==> src/rtl/song_sequencer.sv <==
// song_sequencer: writable multi-song note table with a pausable, loopable playback FSM
module song_sequencer #(
    parameter int NUM_SONGS  = 4,
    parameter int MAX_NOTES  = 32,
    parameter int NOTE_W     = 5,
    parameter int DUR_W      = 27,
    parameter int GAP_CYCLES = 2500000,
    localparam int SONG_W    = $clog2(NUM_SONGS),
    localparam int IDX_W     = $clog2(MAX_NOTES)
) (
    input  logic              clk,
    input  logic              rst,
    input  logic              wr_en,
    input  logic [SONG_W-1:0] wr_song,
    input  logic [IDX_W-1:0]  wr_idx,
    input  logic [NOTE_W-1:0] wr_note,
    input  logic [DUR_W-1:0]  wr_dur,
    input  logic [SONG_W-1:0] song_sel,
    input  logic              start,
    input  logic              stop,
    input  logic              pause,
    input  logic              loop_en,
    output logic [NOTE_W-1:0] note,
    output logic              note_on,
    output logic [IDX_W-1:0]  note_index,
    output logic              busy,
    output logic              done
);
    localparam int GAP_W = $clog2(GAP_CYCLES + 1);
    localparam int CNT_W = DUR_W > GAP_W ? DUR_W : GAP_W;
    typedef enum logic [2:0] {IDLE, FETCH, PLAY, GAP, PAUSED} state_t;
    state_t state_q, state_d, saved_q, saved_d, eff;
    logic [SONG_W-1:0] song_q, song_d;
    logic [IDX_W-1:0]  idx_q, idx_d;
    logic [CNT_W-1:0]  cnt_q, cnt_d;
    logic [NOTE_W-1:0] note_q, note_d;
    logic              done_q, done_d, fin;
    logic [NOTE_W-1:0] note_mem [NUM_SONGS][MAX_NOTES];
    logic [DUR_W-1:0]  dur_mem  [NUM_SONGS][MAX_NOTES];

    always_ff @(posedge clk)
        if (wr_en) begin
            note_mem[wr_song][wr_idx] <= wr_note;
            dur_mem[wr_song][wr_idx]  <= wr_dur;
        end

    // Releasing pause resumes the saved state in the same cycle, so no extra silent cycle is added.
    assign eff = (state_q == PAUSED && !pause) ? saved_q : state_q;

    always_ff @(posedge clk)
        if (rst) begin
            state_q <= IDLE;
            saved_q <= IDLE;
            song_q  <= '0;
            idx_q   <= '0;
            cnt_q   <= '0;
            note_q  <= '0;
            done_q  <= 1'b0;
        end else begin
            state_q <= state_d;
            saved_q <= saved_d;
            song_q  <= song_d;
            idx_q   <= idx_d;
            cnt_q   <= cnt_d;
            note_q  <= note_d;
            done_q  <= done_d;
        end

    always_comb begin
        state_d = eff;
        saved_d = saved_q;
        song_d  = song_q;
        idx_d   = idx_q;
        cnt_d   = cnt_q;
        note_d  = note_q;
        done_d  = 1'b0;
        fin     = 1'b0;
        if (stop)
            state_d = IDLE;
        else if (pause && (eff == PLAY || eff == GAP)) begin
            state_d = PAUSED;
            saved_d = eff;
        end else
            case (eff)
                IDLE:
                    if (start) begin
                        song_d  = song_sel;
                        idx_d   = '0;
                        state_d = FETCH;
                    end
                FETCH:
                    if (dur_mem[song_q][idx_q] == '0)
                        fin = 1'b1;
                    else begin
                        cnt_d   = CNT_W'(dur_mem[song_q][idx_q]) - CNT_W'(1);
                        note_d  = note_mem[song_q][idx_q];
                        state_d = PLAY;
                    end
                PLAY:
                    if (cnt_q == '0) begin
                        cnt_d   = CNT_W'(GAP_CYCLES - 1);
                        state_d = GAP;
                    end else
                        cnt_d = cnt_q - CNT_W'(1);
                GAP:
                    if (cnt_q != '0)
                        cnt_d = cnt_q - CNT_W'(1);
                    else if (idx_q == IDX_W'(MAX_NOTES - 1))
                        fin = 1'b1;
                    else begin
                        idx_d   = idx_q + IDX_W'(1);
                        state_d = FETCH;
                    end
                default: ;
            endcase
        if (fin) begin
            idx_d   = '0;
            state_d = loop_en ? FETCH : IDLE;
            done_d  = !loop_en;
        end
    end

    always_comb begin
        note_on    = eff == PLAY && !pause;
        busy       = state_q != IDLE;
        note       = note_q;
        note_index = idx_q;
        done       = done_q;
    end
endmodule

==> config.mk <==
export PLATFORM = sky130hd
export DESIGN_NAME = song_sequencer
export DESIGN_NICKNAME = d
export VERILOG_FILES = /design/src/rtl/song_sequencer.sv
export SDC_FILE = /design/constraint.sdc
export NUM_CORES = 2
export LEC_CHECK = 0
export CAP_MARGIN = 20
export CORE_ASPECT_RATIO = 0.8
export CORE_MARGIN = 2
export CORE_UTILIZATION = 45
export DETAILED_ROUTE_END_ITERATION = 10
export GPL_ROUTABILITY_DRIVEN = 0
export PLACE_DENSITY = 0.62
export SLEW_MARGIN = 20
export SYNTH_ARGS = -nofsm -noshare
export SYNTH_HDL_FRONTEND = slang
export SYNTH_SLANG_ARGS = --single-unit
==> constraint.sdc <==
create_clock -name clk -period 4.7 [get_ports clk]
set_input_delay 1.41 -clock clk [delete_from_list [all_inputs] [get_ports clk]]
set_output_delay 1.41 -clock clk [all_outputs]
set_load 0.01 [all_outputs]
==> impl_results.md <==
- Status: complete, but fails checks
- Failing checks: negative setup slack
- Port Buffers: 60
- Slew Viols, Final: 0
- Clock root cell: clkbuf_16
- M3 GR Usage: 0.07822
- Post-Synthesis Cells: 7382
- Sequential area share after synthesis: 0.7720
- Clock buffer depth: 4
- Hold slack: 0.4790 ns
- H-tree lvl count: 5
- Total GRT Usage: 0.2725
- Worst vdd ir: 326.2 µV
- CP arrival: 5.53 ns
- Post-synth top cells: edfxtp_1 (4096), mux4_2 (928), mux2i_1 (374)
- Row count: 196
- Core box area: 355800 µm²
- Leakage: 0.05850 µW
- Leading cell types by total area after synthesis: edfxtp_1 (77%), mux4_2 (13%), mux2i_1 (2.3%), dfxtp_1 (0.60%), a22oi_1 (0.58%)
- Area Growth Syn to Fin: 17.55%
- F_max: 0.2122 GHz
- Clock Pin Slew Worst Setup and Hold Paths: 0.07 ns
- Vias in the first global route: 83.43k
- HPWL after DPL: 306400 µm
- Fraction of layout instances using a drive strength above 1: 0.3145
- Worst relative slew slack: 0.1870
- Max-Cap Viols: 0
- Dominant cell by count in the synthesized netlist: edfxtp_1
- Final Setup Violations: 2
- Die Area: 361600 µm²
- CP Launch Type: flip-flop
- Synth Flop Type: edfxtp_1
- CTS tree: done
- Largest net degree at the start of global routing: 129
- Top Ports: 61
- WL/cell: 37.21 µm
- Worst slew pin tran: 1.219 ns
- Fin cells: 13.42k
- Synthesized area: 160600 µm²
- Post-route minimum period: 4.712 ns
- Clk_lat worst skew: 0.93 ns
- CP Max Fanout: 17
- Post-synth cell types: 95
- CP required: 5.52 ns
- Via-per-instance ratio: 6.438
- Met1 Resource Use GR: 0.4109
- Crit Path Class: reg2reg
- Gr busiest metal: met1
- Worst Setup End Kind: flip-flop
- Worst hold path type: reg2reg
- Synth area leader: edfxtp_1
- Post-synth top area share: 0.7661
- Final cycle utilization of the critical path: 1.002
- GRT overflow: 0
- Yosys warns: 0
- PwrDens: 403.8 nW/µm²
- Initial antenna violation count: 58
- Fill cells: 27.05k
- Detailed router's first-iteration violation count: 15.76k
- Dpl cells: 12.68k
- Die X-Extent: 671.8 µm
- Final WL: 499500 µm
- ANT nets after route: 0
- Vias: 86.42k
- Hold-fix buffers at CTS: 0
- Fraction of registers with async set/reset: 0
- Cts bufs inserted: 391
- Detailed Routing Iterations Pass 1: 7
- Mapped Nets: 7435
- Setup WS pre-CTS: -0.6724 ns
- Final worst-path setup slack: -0.01170 ns
- Clock Skew: 0.03864 ns
- Grt met2 use: 0.3915
- Drc violations: 0
- #FFs+latches synth: 4144
- Die H: 538.3 µm
- First-pass GRT wire length: 683500 µm
- Final Hold Vio Count: 0
- EDFF count, synth: 4096
- Syn Area/Cell: 21.75 µm²
- Initial Utilization: 0.4512
- Nets: 8394
- Clock sinks: 4144
[worst max-delay path, stage by stage (launching register included)]
cell,delay (ns)
dfxtp_4,0.42
buf_12,0.20
buf_4,0.25
nor3b_1,0.90
a221oi_1,0.29
a31oi_1,0.55
a211o_1,0.32
o31a_1,0.29
nor4_4,0.05
buf_4,0.17
nand4_4,0.13
o31ai_4,0.10
buf_4,0.18
nand2_2,0.08
buf_12,0.17
o21ai_0,0.13
a221oi_1,0.33
[where the power goes]
group | internal (µW) | leakage (µW) | total, µW | switching, µW
combinational | 1560 | 0.0152 | 4190 | 2630
sequential | 40700 | 0.0372 | 40800 | 57.3
clock | 17500 | 0.00608 | 31200 | 13700
total | 59800 | 0.0585 | 76200 | 16400
[final cells by class]
cell class                 count  area [µm²]  area share
clock buffer                 484       10420     0.05520
tap                         4752        5946     0.03150
timing repair buffer         984       10810     0.05730
inverter                      20       90.09   0.0004773
clock inverter               228        2018     0.01069
multi-input combinational   2800       35440      0.1878
antenna                       11       27.53   0.0001458
sequential                  4144      124000      0.6569
[registers in the layout, summed over array words and instances (netlist names), named ones only]
register and cells:
song_q 2, done 1, note_mem 640, cnt_q 27, saved_q 3, note 5, dur_mem 3456, note_index 5
state_q 3
[metrics by stage]
step | TNS [ns] | cell area (µm²) | utilization | power (µW)
finish | -0.01563 | 188700 | 0.5304 | 76210
global placement | -25.45 | 175600 | 0.4935 | 45540
detailed placement | -12.67 | 175600 | 0.4936 | 45630
floorplan | 0 | 160600 | - | 43460
global route | -0.002350 | 188700 | 0.5303 | 78020
CTS | 0 | 188300 | 0.5292 | 76420
[layout by cell type (no fill, tap or decap), types with 36 or more instances in the layout]
master	Yosys	layout
nand3_1	50	49
mux2_2	54	54
nor2_1	228	95
a22oi_1	125	123
o21ai_0	61	57
clkinv_1	2	84
a21oi_1	111	110
clkinv_2	0	80
o22ai_1	38	36
clkbuf_1	141	78
nor2_4	0	130
edfxtp_1	4096	4096
nand2_1	233	230
a221oi_1	52	50
o221ai_1	51	50
buf_4	35	683
buf_12	1	246
mux2i_1	374	372
clkbuf_16	0	404
mux4_2	928	928
dfxtp_1	48	41
[final timing paths]
| path | from | slack, ns | cells after the start | endpoint |
|---|---|---|---|---|
| worst max-delay path | flip-flop | -0.01 | 16 | cnt_q[10] |
| worst min-delay path | cnt_q[1] | 0.48 | 2 | cnt_q[1] |
| worst max register to register | flip-flop | -0.01 | 16 | cnt_q[10] |
| worst min register to register | cnt_q[1] | 0.48 | 2 | cnt_q[1] |
[cells by family (layout without fill, tap and decap cells)]
family	count (synthesis)	after routing	share of synthesized area
compound gates	705	705	0.03213
xor+xnor	19	19	0.001036
fa+ha+maj	5	5	0.0003896
buf+inv	438	1716	0.01569
flops	4144	4144	0.7720
mux	1360	1360	0.1579
other cells	0	11	0
simple gates	711	711	0.02078
[routing by layer]
layer | share of wire | wire length [µm]
met5 | 0.00026 | 130
met4 | 0.028 | 13780
met3 | 0.14 | 72020
met2 | 0.44 | 217300
met1 | 0.39 | 196300
[what timing repair did]
item	in CTS	in global routing
gates resized for setup	26	45
pin swaps	5	6
setup buffers	8	12
gates cloned	2	1
endpoints found under the setup margin	42	42
(Power assumes the default switching activity.)
